`config.mk`:
```
export PLATFORM = sky130hd
export DESIGN_NAME = mem_arbiter
export DESIGN_NICKNAME = d
export VERILOG_FILES = /design/src/rtl/mem_arbiter.sv
export SDC_FILE = /design/constraint.sdc
export NUM_CORES = 1
export LEC_CHECK = 0
export ABC_AREA = 1
export ABC_CLOCK_PERIOD_IN_PS = 2200
export BUFFER_PORTS_ARGS = -buffer_cell sky130_fd_sc_hd__buf_2
export CAP_MARGIN = 20
export CORE_AREA = 2 2 648 650
export DETAILED_ROUTE_END_ITERATION = 16
export DIE_AREA = 0 0 650 652
export MAX_ROUTING_LAYER = met4
export PLACE_DENSITY = 0.3
export SYNTH_ARGS = -nofsm -noshare
export SYNTH_HDL_FRONTEND = slang
export SYNTH_SLANG_ARGS = --single-unit
```
`constraint.sdc`:
```
create_clock -name clk_i -period 2.2 [get_ports clk_i]
set_clock_uncertainty 0.05 [all_clocks]
set_input_delay 0.22 -clock clk_i [delete_from_list [all_inputs] [get_ports clk_i]]
set_output_delay 0.22 -clock clk_i [all_outputs]
set_load 0.1 [all_outputs]
```
`src/rtl/mem_arbiter.sv`:
```
// Two-requester arbiter for the shared cache-line memory port (icache = 0, dcache = 1).
// Optional macro MEM_ARB_RR_EN selects round-robin tie breaking instead of fixed dcache priority.
module mem_arbiter #(
    parameter int ADDR_W = 32,
    parameter int DATA_W = 256
) (
    input  logic              clk_i,
    input  logic              rst_i,
    input  logic              req0_enable_i,
    input  logic              req0_write_i,
    input  logic [ADDR_W-1:0] req0_addr_i,
    input  logic [DATA_W-1:0] req0_data_i,
    output logic              req0_ack_o,
    output logic [DATA_W-1:0] req0_data_o,
    input  logic              req1_enable_i,
    input  logic              req1_write_i,
    input  logic [ADDR_W-1:0] req1_addr_i,
    input  logic [DATA_W-1:0] req1_data_i,
    output logic              req1_ack_o,
    output logic [DATA_W-1:0] req1_data_o,
    output logic              mem_enable_o,
    output logic              mem_write_o,
    output logic [ADDR_W-1:0] mem_addr_o,
    output logic [DATA_W-1:0] mem_data_o,
    input  logic [DATA_W-1:0] mem_data_i,
    input  logic              mem_ack_i,
    output logic              busy_o
);

    typedef enum logic [1:0] {
        IDLE   = 2'd0,
        GRANT0 = 2'd1,
        GRANT1 = 2'd2
    } state_t;

    state_t state;
    logic   last_grant;
    logic   tie_to_1;

`ifdef MEM_ARB_RR_EN
    always_comb tie_to_1 = ~last_grant;
`else
    // Fixed priority: the dcache wins every tie whatever the history.
    always_comb tie_to_1 = 1'b1 | last_grant;
`endif

    always_ff @(posedge clk_i or posedge rst_i) begin
        if (rst_i) begin
            state      <= IDLE;
            last_grant <= 1'b1;
        end else begin
            case (state)
                IDLE: begin
                    if (req0_enable_i && req1_enable_i)
                        state <= tie_to_1 ? GRANT1 : GRANT0;
                    else if (req1_enable_i)
                        state <= GRANT1;
                    else if (req0_enable_i)
                        state <= GRANT0;
                end
                GRANT0: begin
                    if (mem_ack_i) begin
                        state      <= IDLE;
                        last_grant <= 1'b0;
                    end
                end
                GRANT1: begin
                    if (mem_ack_i) begin
                        state      <= IDLE;
                        last_grant <= 1'b1;
                    end
                end
                default: state <= IDLE;
            endcase
        end
    end

    // Memory side follows the granted requester; everything is quiet in IDLE.
    always_comb begin
        mem_enable_o = 1'b0;
        mem_write_o  = 1'b0;
        mem_addr_o   = '0;
        mem_data_o   = '0;
        req0_ack_o   = 1'b0;
        req1_ack_o   = 1'b0;
        busy_o       = 1'b0;
        case (state)
            GRANT0: begin
                mem_enable_o = 1'b1;
                mem_write_o  = req0_write_i;
                mem_addr_o   = req0_addr_i;
                mem_data_o   = req0_data_i;
                req0_ack_o   = mem_ack_i;
                busy_o       = 1'b1;
            end
            GRANT1: begin
                mem_enable_o = 1'b1;
                mem_write_o  = req1_write_i;
                mem_addr_o   = req1_addr_i;
                mem_data_o   = req1_data_i;
                req1_ack_o   = mem_ack_i;
                busy_o       = 1'b1;
            end
            default: ;
        endcase
    end

    assign req0_data_o = mem_data_i;
    assign req1_data_o = mem_data_i;

endmodule

```
Word level (Yosys, flattened, before mapping)
Index checks and enable logic that the tools add are counted.

Add/sub/neg operators: 0. $mul: 0. Divide/modulo/power cells: 0. $lt $le $gt $ge: 0. Eq/ne operators: 4. Shifts and indexed selects: 0. Muxes and demuxes: 11. Bitwise operators: 0. Reduce and logical (&&, ||, !) cells: 4.

Operators by type and width (count): 256-bit one-hot mux with 2 select lines (1); 32-bit one-hot mux with 2 select lines (1); 2-bit two-way mux (4); 4-bit inequality test (second input constant) (1); 2-bit one-hot mux with 2 select lines (1); 1-bit two-way mux (3); 2-bit by 1-bit == test with 1-bit output (second input constant) (1); 2-bit == test (second input constant) (1); 2-bit logical NOT (1); 2-bit by 1-bit inequality test with 1-bit output (second input constant) (1); 1-bit one-hot mux with 2 select lines (1); 2-bit AND reduction (1); 2-bit OR reduction (1); 1-bit logical AND (1).

Register bits: 2. Bits in latches: 0. Memory bits (writable): 0. Bits in read-only memories: 0. Input bits: 839. Output and inout port bits: 805. Word-level logic and storage cells: 20. Memories: 0.

Longest topological paths before layout
Gate-level depths: netlist of run 1.

Word-level depth: 4. Gate-level depth with buffers: 7. Gate-level depth less buffers: 7.

Worst setup path before layout of run 1
OpenSTA, ideal clock, no wires.

Kind: register to output. From: reg state[1]. To: out mem_data_o[233]. Arrival time: 3320 ps. Required time: 1930 ps. Slack: -1390 ps. Cell stages (with the launch flop): 7. Path through: dfrtp_1 > inv_1 > ha_1 > inv_2 > buf_2 > buf_2 > a21oi_1.

Word-level cells in the longest chain between the ends: 2. Elaborated cells between the ends (all ways): 3. Classes of those cells: 2 x eq/ne; 1 x mux.

Ends and longest elaborated chain: from (decl) (RTL line 36) `state_t state;`; from (signal assigned) (RTL line 55) `state <= tie_to_1 ? GRANT1 : GRANT0;`; 2-bit == test / 2-bit by 1-bit == test with 1-bit output (equally long branches) (RTL line 87) `case (state)`; 256-bit one-hot mux with 2 select lines (*) (RTL line 87); to (decl) (RTL line 24) `output logic [DATA_W-1:0] mem_data_o,`.

Mark *: on every way between the ends. The rest lies on a longest branch, timed or not.

Worst setup path after layout of run 1
From: reg state[0]. To: out mem_data_o[198].

The elaborated chain is that of the path after synthesis.

==> impl_results.md, run 1 <==
* Outcome: finished with violations
* Failing checks: negative setup slack
* Antenna-violating nets left at 0
* Clock tree root buffer cell: clkbuf_16
* Layout cell share with drive strength beyond 1 at 79.20%
* DR pass1 iterations at 5
* Mux share of post-synthesis cell area at 0%
* DR WL/cell at 44.96 µm
* Post-route insts no fill at 7793
* GRT Overall Usage at 16.20%
* Fillers at 48960
* CP Data Required Time at 1930 ps
* Post-Synth XOR/XNOR Area at 0%
* Netlist cell types at 11
* Arr. time, crit path at 2170 ps
* GRT overflow at 0
* Period Utilization, post-route at 110.7%
* H-tree Lvls at 1
* Startpoint types: flip-flop
* Fin util at 6.458%
* Final #Nets at 2806
* Area of the multi-input gates at 7081 µm²
* I/O Buffers at 875
* P_int at 14680 µW
* Chip Width at 650 µm
* Worst slew margin at 67.98%
* Largest family of logic cells by synthesized area: buffers and inverters
* Antenna violations before repair at 394
* Max-slew violations at 0
* Synthesized Nets at 2342
* RSZ-0062 raised after global routing: yes
* Adder-cell area share of the yosys netlist at 0.4614%
* Syn Area/Cell at 5.424 µm²
* Height of the die at 652 µm
* Clock-pin transition on the worst setup and hold timing paths at 30 ps
* Initial core utilization at 1.955%
* Fin. Hold Viols at 0
* Net Switching at 28450 µW
* Worst-Margin Slew at 483.7 ps
* Post-synthesis sequential area ratio at 0.6152%
* Setup Crit Path Kind: flip-flop to output port
* Synth warn at 0
* Sequential share of power at 0.2%
* Setup slack, reg-to-reg at 390 ps
* Synth Register Bits at 2
* Achievable Freq at 410.6 MHz
* Final Critical Period at 2435 ps
* Cell count after placement at 7364
* Leakage at 0.008189 µW
* Peak supply drop at 1.134 mV
* Total CTS buffers at 3
* Final Setup Violations at 263
* CORE AREA at 416000 µm²
* Max Buffers Root-to-Sink at 2
* Drt drc at 0
* Endpoint class of the critical path: output port
* Total of max-cap violations at 0
* Largest Register: state
* Compound-cell area share of the yosys netlist at 17.78%
* Worst r2r path cells at 11
* First-pass GRT wire length at 379.5 mm
* I/O pins at 1644
* DRT iter0 DRCs at 853
* Total clock sinks at 2
* Mapped Area at 8135 µm²
* Clock network power share at 0.6%
* Vias per std cell at 1.874
* Detailed Route WL at 350.3 mm
* Post-Syn Instances at 1500
* Detailed Place HPWL at 329.7 mm
* Die area at 423800 µm²
* Pwr dens at 1605 nW/µm²
* Crit-path max FO at 10
* Vias at 14610
* CTS tree: built
* Max reg flops at 2
* Combinational share of power at 99.2%
* Top flop regs: state (2)
* Pin count of the biggest net entering global routing at 38
* Number of global-route vias before repair at 13280
* Sw Share at 65.97%
* HP Class: primary input to flip-flop
* Register Area at 50.05 µm²
* WHS Path Cells at 3
* Simple-gate portion of the synthesized area at 27.21%
* Final Wtd Congestion at 0.8537
* Clk_lat worst skew at 220 ps
* Area growth syn-to-layout at 230.3%
* Final WS setup at -235.3 ps
* Num rows at 237
-- cells in the mapped netlist --
library cell / n / area [µm²]
buf_4: 525 / 3941
inv_1: 8 / 30.03
ha_1: 3 / 37.54
inv_2: 1 / 3.750
buf_2: 75 / 375.4
buf_6: 1 / 11.26
a21oi_1: 289 / 1446
clkbuf_1: 7 / 26.28
dfrtp_1: 2 / 50.05
nand3_1: 2 / 10.01
nand2_1: 587 / 2203
-- path summary, 6_finish.rpt --
kind,start,to
min reg2reg,state[0],state[0]
max reg2reg,state[1],state[0]
max in group asynchronous,rst_i,state[1]
min,req1_enable_i,state[1]
max,state[0],mem_data_o[198]
min in group asynchronous,rst_i,state[0]
-- critical path, stage by stage, from the launching register on --
cell,delay (ps)
dfrtp_1,370
buf_6,120
ha_4,140
buf_12,140
buf_16,190
buf_16,200
nand2_1,110
a21oi_4,330
buf_12,230
-- stage by stage --
step | hold slack [ps] | area, µm² | TNS [ps] | worst slack, ps | power (µW)
CTS | 287.3 | 24280 | -35660 | -216.0 | 40870
floorplan | -88.82 | 8708 | -205430 | -851.0 | 22900
finish | 265.3 | 26870 | -21290 | -235.3 | 43130
global route | 284.9 | 26840 | -40080 | -238.9 | 44310
global placement | 92.50 | 21110 | -6415 | -405.2 | 34610
detailed placement | 94.24 | 21110 | -5971 | -414.9 | 34550
-- routing by layer --
layer | wire (µm) | vias to the layer above | GRT usage, % | share of wire (%)
li1 | - | 5579 | - | -
met1 | 85370 | 6229 | 11.30 | 24
met2 | 153200 | 2274 | 24.96 | 44
met3 | 100300 | 524 | 20.56 | 29
met4 | 11550 | 0 | 3.382 | 3.3
met5 | 0 | - | - | 0
-- power groups by stage --
stage | Combinational, µW | Sequential [µW] | Clock (µW)
5_1_grt | 44000 | 70.2 | 281
4_1_cts | 40500 | 69.5 | 279
3_3_place_gp | 34500 | 66.1 | 0
3_5_place_dp | 34500 | 65.2 | 0
2_1_floorplan | 22800 | 62.4 | 0
6_report | 42800 | 68.4 | 274
-- cell usage in the layout, fill, tap and decap left out, drive strengths merged --
cell / n
dfrtp: 2
ha: 3
buf: 1045
nand2: 587
a21oi: 289
diode: 334
bufbuf: 4
inv: 10
dlygate4sd3: 1
clkbuf: 19
nand3: 2
-- cells by family after synthesis --
family,count (synthesis)
flops,2
compound gates,289
fa+ha+maj,3
simple gates,589
buf+inv,617
-- what timing repair did --
item                                    CTS  global route
endpoints found under the hold margin     2             0
gates resized for setup                 467           301
hold buffers                              1             0
cloned                                   23            18
endpoints found under the setup margin  287           290
pin swaps                               104            81
setup buffers                            46            13
-- layout make-up --
cell class,instances,area share [%]
diodes,334,3.111
repair buffers,1066,44.21
inverters,9,0.1863
multi-input cells,881,26.35
flip-flops and latches,2,0.1863
clock buffers,3,0.2794
repair inverters,1,0.07451
well taps,5497,25.60
Power figures use the tool's default switching activity.
==> run 2: changes to the inputs <==
--- a/config.mk
+++ b/config.mk
@@ -14,6 +14,7 @@
 export DIE_AREA = 0 0 650 652
 export MAX_ROUTING_LAYER = met4
 export PLACE_DENSITY = 0.3
+export SKIP_LAST_GASP = 1
 export SYNTH_ARGS = -nofsm -noshare
 export SYNTH_HDL_FRONTEND = slang
 export SYNTH_SLANG_ARGS = --single-unit
==> run 2 against run 1 <==
The flow still finishes with violations (negative setup slack). Register-to-register slack better by 120 ps. Setup slack better by 28 ps. First-iteration DRC count is 14% higher. Maximum frequency is 1.2% higher. Global-route usage hardly changed. Total power is 1.3% lower. Critical path depth is 1 lower. Cell count is 0.24% higher. Count of clock-buffer cells in the layout stayed put.
==> impl_results.md, run 2 (same netlist as run 1, synthesis figures left out) <==
* Final Wtd Congestion at 0.8537 (unchanged)
* Failing checks: negative setup slack
* I/O Buffers at 875 (unchanged)
* Max-slew violations at 0 (unchanged)
* Most common cell after layout, fill and taps aside: buf_2
* Vias at 14550 (-0.38%)
* GRT Overall Usage at 16.19% (about the same)
* Final WS setup at -207.1 ps (+28.22 ps)
* Period Utilization, post-route at 109.4% (-1.3 points)
* Fillers at 48970 (+0.018%)
* Detailed Route WL at 351.2 mm (+0.26%)
* Outcome: finished with violations
* Fin. Hold Viols at 0 (unchanged)
* Peak supply drop at 1.079 mV (-4.8%)
* Startpoint types: flip-flop
* Final #Nets at 2813 (+0.25%)
* Final Setup Violations at 275 (+4.6%)
* Chip Width at 650 µm (unchanged)
* Antenna violations before repair at 396 (+0.51%)
* DR pass1 iterations at 7 (+2)
* Total CTS buffers at 3 (unchanged)
* Initial core utilization at 1.955% (unchanged)
* Post-DP Area at 21110 µm² (unchanged)
* Clk_lat worst skew at 220 ps (about the same)
* Total of max-cap violations at 0 (unchanged)
* Worst slew margin at 67.98% (about the same)
* Commonest non-fill, non-tap cells in the layout: buf_2 (584), nand2_1 (435), buf_12 (320)
* Number of global-route vias before repair at 13190 (-0.66%)
* CTS tree: built
* Vias per std cell at 1.863 (-0.62%)
* Layout cell share with drive strength beyond 1 at 75.83% (-3.4 points)
* Area growth syn-to-layout at 226.9%
* Crit-path max FO at 19 (+9)
* HP Class: primary input to flip-flop
* Pin count of the biggest net entering global routing at 38 (unchanged)
* Clock-pin transition on the worst setup and hold timing paths at 30 ps (about the same)
* CP Data Required Time at 1930 ps (about the same)
* GRT overflow at 0 (unchanged)
* Post-route insts no fill at 7812 (+0.24%)
* Max Buffers Root-to-Sink at 2 (unchanged)
* I/O pins at 1644 (unchanged)
* Final Critical Period at 2407 ps (-28.22 ps)
* DRT iter0 DRCs at 972 (+14%)
* Max reg flops at 2 (unchanged)
* Pwr dens at 1600 nW/µm² (-0.31%)
* Num rows at 237 (unchanged)
* Final instance area at 26590 µm² (-1.0%)
* Height of the die at 652 µm (unchanged)
* Arr. time, crit path at 2140 ps (-30 ps)
* Leakage at 0.008117 µW (-0.87%)
* Clock tree root buffer cell: clkbuf_16
* Top flop regs: state (2)
* DR WL/cell at 44.96 µm (about the same)
* First-pass GRT wire length at 379.0 mm (-0.13%)
* Endpoint class of the critical path: output port
* Largest Register: state
* Die area at 423800 µm² (unchanged)
* Setup Crit Path Kind: flip-flop to output port
* Drt drc at 0 (unchanged)
* Detailed Place HPWL at 329.7 mm (unchanged)
* Register Area at 50.05 µm² (unchanged)
* RSZ-0062 raised after global routing: yes
* H-tree Lvls at 1 (unchanged)
* Total clock sinks at 2 (unchanged)
* Worst-Margin Slew at 483.6 ps (-0.07272 ps)
* CORE AREA at 416000 µm² (unchanged)
* Cell count after placement at 7364 (unchanged)
* Area of the multi-input gates at 6694 µm² (-5.5%)
* Antenna-violating nets left at 0 (unchanged)
* Achievable Freq at 415.4 MHz (+1.2%)
## run 2: changes by cell type in the layout (fill, tap and decap cells not counted), moves of 12 or more
cell and delta:
a21oi_1 +17, a21oi_4 -26, diode_2 +12, nand2_1 +51, nand2_2 -44
## run 2: layout make-up
cell class / count / area share, %
Inverter: 9 / 0.1882
Timing Repair Buffer: 1073 / 45.01
Sequential cell: 2 / 0.1882
Timing Repair inverter: 1 / 0.04235
Tap cell: 5497 / 25.86
Multi-Input combinational cell: 881 / 25.17
Clock buffer: 3 / 0.2823
Antenna cell: 346 / 3.256
## run 2: worst max-delay path: stages, from the launching register on
cell and delay, ps:
dfrtp_1 360, inv_2 60, buf_4 140, ha_4 340
inv_16 100, buf_16 230, a21oi_4 330, buf_12 220
## run 2: path summary, 6_finish.rpt
path,startpoint,end,slack [ps],depth (start not counted)
hold reg to reg,state[0],state[0],600,4
max in group asynchronous,rst_i,state[1],1390,3
setup / recovery,state[1],mem_data_o[198],-210,7
setup reg to reg,state[1],state[0],510,10
min in group asynchronous,rst_i,state[0],520,3
hold / removal,req1_enable_i,state[1],270,3
## run 2: power breakdown
group	leakage [µW]	switching (µW)	internal (µW)
Combinational	0.00805	28000	14200
Sequential	0.0000258	14.6	53.8
Clock	0.0000392	43.0	231
## run 2: routing by layer
layer | vias up | routed length [µm] | global-route usage, %
met5 | - | 0 | -
met4 | 0 | 11600 | 3.093
met3 | 507 | 100100 | 20.80
met2 | 2246 | 153400 | 25.06
met1 | 6193 | 86170 | 11.14
li1 | 5605 | - | -
## run 2: what timing repair did
item	CTS	global route
gates resized for setup	376	280
setup endpoints to repair	287	290
pin swaps	86	98
hold endpoints to repair	2	0
gates cloned	23	19
hold buffers	1	0
buffers inserted	46	17
## run 2: metrics by stage
stage	worst slack [ps]	total power [µW]	utilization (%)	hold slack (ps)	TNS [ps]
2_1_floorplan	-851.0	22900	-	-88.82	-205430
3_3_place_gp	-405.2	34610	5.073	92.50	-6415
3_5_place_dp	-414.9	34550	5.073	94.24	-5971
4_1_cts	-216.0	40370	5.753	287.3	-39550
5_1_grt	-245.6	43800	6.383	284.9	-44570
6_report	-207.1	42560	6.392	269.5	-24110
==> run 3: changes to the inputs <==
--- a/config.mk
+++ b/config.mk
@@ -7,7 +7,7 @@
 export LEC_CHECK = 0
 export ABC_AREA = 1
 export ABC_CLOCK_PERIOD_IN_PS = 2200
-export BUFFER_PORTS_ARGS = -buffer_cell sky130_fd_sc_hd__buf_2
+export BUFFER_PORTS_ARGS = -buffer_cell sky130_fd_sc_hd__clkbuf_2
 export CAP_MARGIN = 20
 export CORE_AREA = 2 2 648 650
 export DETAILED_ROUTE_END_ITERATION = 16
==> run 3 against run 2 <==
The flow still finishes with violations (negative setup slack). Register-to-register slack improved by 170 ps. Worst hold slack got worse by 19 ps. Sequential share of layout area about the same. Via count decreased by 4.3%. Combinational power decreased by 10%. Cell area decreased by 12%. Count of clock-buffer cells in the layout unchanged. Global-route usage about the same.
==> impl_results.md, run 3 (same netlist as run 1, synthesis figures left out) <==
* Outcome: finished with violations
* Failing checks: negative setup slack
* Clock network power share at 0.7% (about the same)
* Detailed Route WL at 349.3 mm (-0.55%)
* Setup Crit Path Kind: flip-flop to output port
* CP most frequent cell: buf_12
* Crit-path max FO at 8 (-11)
* Final WS setup at -189.2 ps (+17.85 ps)
* Top flop regs: state (2)
* Die area at 423800 µm² (unchanged)
* Max Buffers Root-to-Sink at 2 (unchanged)
* Worst slew margin at 66.00% (-2.0 points)
* Max reg flops at 2 (unchanged)
* Final #Nets at 2761 (-1.8%)
* Clock tree root buffer cell: clkbuf_16
* CTS tree: built
* Number of global-route vias before repair at 13000 (-1.4%)
* Max incr delay on CP at 370 ps (about the same)
* Endpoint class of the critical path: output port
* Cell count after placement at 7366 (+0.027%)
* HP Class: primary input to flip-flop
* Clock-pin transition on the worst setup and hold timing paths at 30 ps (about the same)
* Antenna violations before repair at 368 (-7.1%)
* P_int at 12160 µW (-16%)
* Final hold slack at 250.8 ps (-18.70 ps)
* Antenna-violating nets left at 0 (unchanged)
* Total of max-cap violations at 0 (unchanged)
* Layout cell share with drive strength beyond 1 at 65.57% (-10 points)
* Area growth syn-to-layout at 188.7%
* Leakage at 0.007087 µW (-13%)
* Commonest non-fill, non-tap cells in the layout: clkbuf_2 (582), nand2_1 (556), buf_12 (322)
* Num rows at 237 (unchanged)
* H-tree Lvls at 1 (unchanged)
* Chip Width at 650 µm (unchanged)
* Final Setup Violations at 240 (-13%)
* Sequential share of power at 0.2% (about the same)
* Vias per std cell at 1.831 (-1.7%)
* Slowest cell on crit path: dfrtp_1
* Final Critical Period at 2389 ps (-17.85 ps)
* GRT Overall Usage at 16.18% (about the same)
* Arr. time, crit path at 2120 ps (-20 ps)
* Initial core utilization at 1.955% (unchanged)
* Clk_lat worst skew at 220 ps (about the same)
* Vias at 13930 (-4.3%)
* RSZ-0062 raised after global routing: yes
* Max-slew violations at 0 (unchanged)
* GRT overflow at 0 (unchanged)
* Period Utilization, post-route at 108.6% (-0.81 points)
* Critical Path, Cell by Cell: inv_2 > ha_4 > buf_4 > buf_12 > buf_16 > nand2_1 > a21oi_4 > buf_12
* Startpoint types: flip-flop
* Post-route insts no fill at 7607 (-2.6%)
* Crit-path leading delay family: buffers and inverters
* DR WL/cell at 45.92 µm (+2.1%)
* Achievable Freq at 418.5 MHz (+0.75%)
* Most common cell after layout, fill and taps aside: clkbuf_2
* I/O Buffers at 875 (unchanged)
* Net Switching at 26080 µW (-7.0%)
* Combinational share of power at 99.1% (about the same)
* DR pass1 iterations at 5 (-2)
* Worst-Margin Slew at 509.9 ps (+26.31 ps)
* CORE AREA at 416000 µm² (unchanged)
* CP Data Required Time at 1930 ps (about the same)
* Largest Register: state
* Pwr Total at 38240 µW (-10%)
* Buf+Inv Stages, Crit Path at 5 (unchanged)
* First-pass GRT wire length at 378.8 mm (about the same)
* Peak supply drop at 0.8182 mV (-24%)
* Fin. Hold Viols at 0 (unchanged)
* Total CTS buffers at 3 (unchanged)
* Pin count of the biggest net entering global routing at 33 (-13%)
* Height of the die at 652 µm (unchanged)
* I/O pins at 1644 (unchanged)
* Total clock sinks at 2 (unchanged)
* Fillers at 49280 (+0.63%)
* DRT iter0 DRCs at 916 (-5.8%)
* Drt drc at 0 (unchanged)
* Final Wtd Congestion at 0.8551 (+0.16%)
* Detailed Place HPWL at 331.7 mm (+0.61%)
* Sw Share at 68.21% (+2.3 points)
* Pwr dens at 1628 nW/µm² (+1.7%)
==> run 3: changes by cell type in the layout (fill, tap and decap cells not counted), moves of 13 or more <==
cell	before	now
nand2_1	435	556
nand2_4	74	3
nand2_2	70	28
buf_2	584	0
a21oi_1	30	93
diode_2	346	193
buf_6	23	10
clkbuf_2	0	582
a21oi_4	150	75
buf_16	39	15
==> run 3: stage by stage <==
| stage | utilization (%) | TNS (ps) | worst slack (ps) | instance area [µm²] |
|---|---|---|---|---|
| floorplan | - | -205430 | -851.0 | 8708 |
| global placement | 5.087 | -6417 | -405.7 | 21160 |
| finish | 5.646 | -14050 | -189.2 | 23490 |
| CTS | 5.359 | -25350 | -192.8 | 22300 |
| global route | 5.638 | -36200 | -208.7 | 23460 |
| detailed placement | 5.087 | -4463 | -365.0 | 21160 |
==> run 3: path summary, 6_finish.rpt <==
path	start	to	slack (ps)	depth (start not counted)
setup / recovery	state[1]	mem_data_o[196]	-190	8
hold / removal	req1_enable_i	state[1]	250	3
setup reg to reg	state[0]	state[0]	680	8
hold reg to reg	state[0]	state[0]	580	4
max in group asynchronous	rst_i	state[0]	1400	3
min in group asynchronous	rst_i	state[1]	570	3
==> run 3: layout make-up <==
cell class / count / area (µm²) / share of cell area (%)
timing repair buffer: 1021 / 10820 / 46.06
tap: 5497 / 6878 / 29.28
clock buffer: 3 / 75.07 / 0.3196
sequential: 2 / 50.05 / 0.2131
antenna: 193 / 483.0 / 2.056
inverter: 9 / 50.05 / 0.2131
timing repair inverter: 1 / 8.758 / 0.03729
multi-input combinational: 881 / 5126 / 21.82
==> run 3: power groups by stage <==
stage | Clock, µW | Sequential [µW] | Combinational (µW)
after floorplan | 0 | 62.4 | 22800
after global placement | 0 | 66.8 | 34700
after detailed placement | 0 | 62.7 | 34600
after CTS | 278 | 65.2 | 37300
after global routing | 281 | 67.2 | 39000
final | 274 | 64.5 | 37900
==> run 3: worst min-delay path, delay by kind of cell <==
kind / cells / cell delay [ps]
simple gates: 2 / 120
buf+inv: 1 / 110
==> run 3: timing repair <==
action / CTS / global route
buffers inserted: 15 / 10
setup endpoints to repair: 290 / 290
hold buffers: 1 / 0
pin swaps: 16 / 48
cloned: 11 / 10
endpoints found under the hold margin: 2 / 0
resized for setup: 140 / 105
==> run 3: metal layers <==
layer	vias up	GRT usage [%]	share of wire (%)	routed length (µm)
li1	5280	-	-	-
met1	5976	11.19	24	85530
met2	2212	25.04	44	154700
met3	462	20.79	29	100200
met4	0	2.954	2.5	8906
met5	-	-	0	0
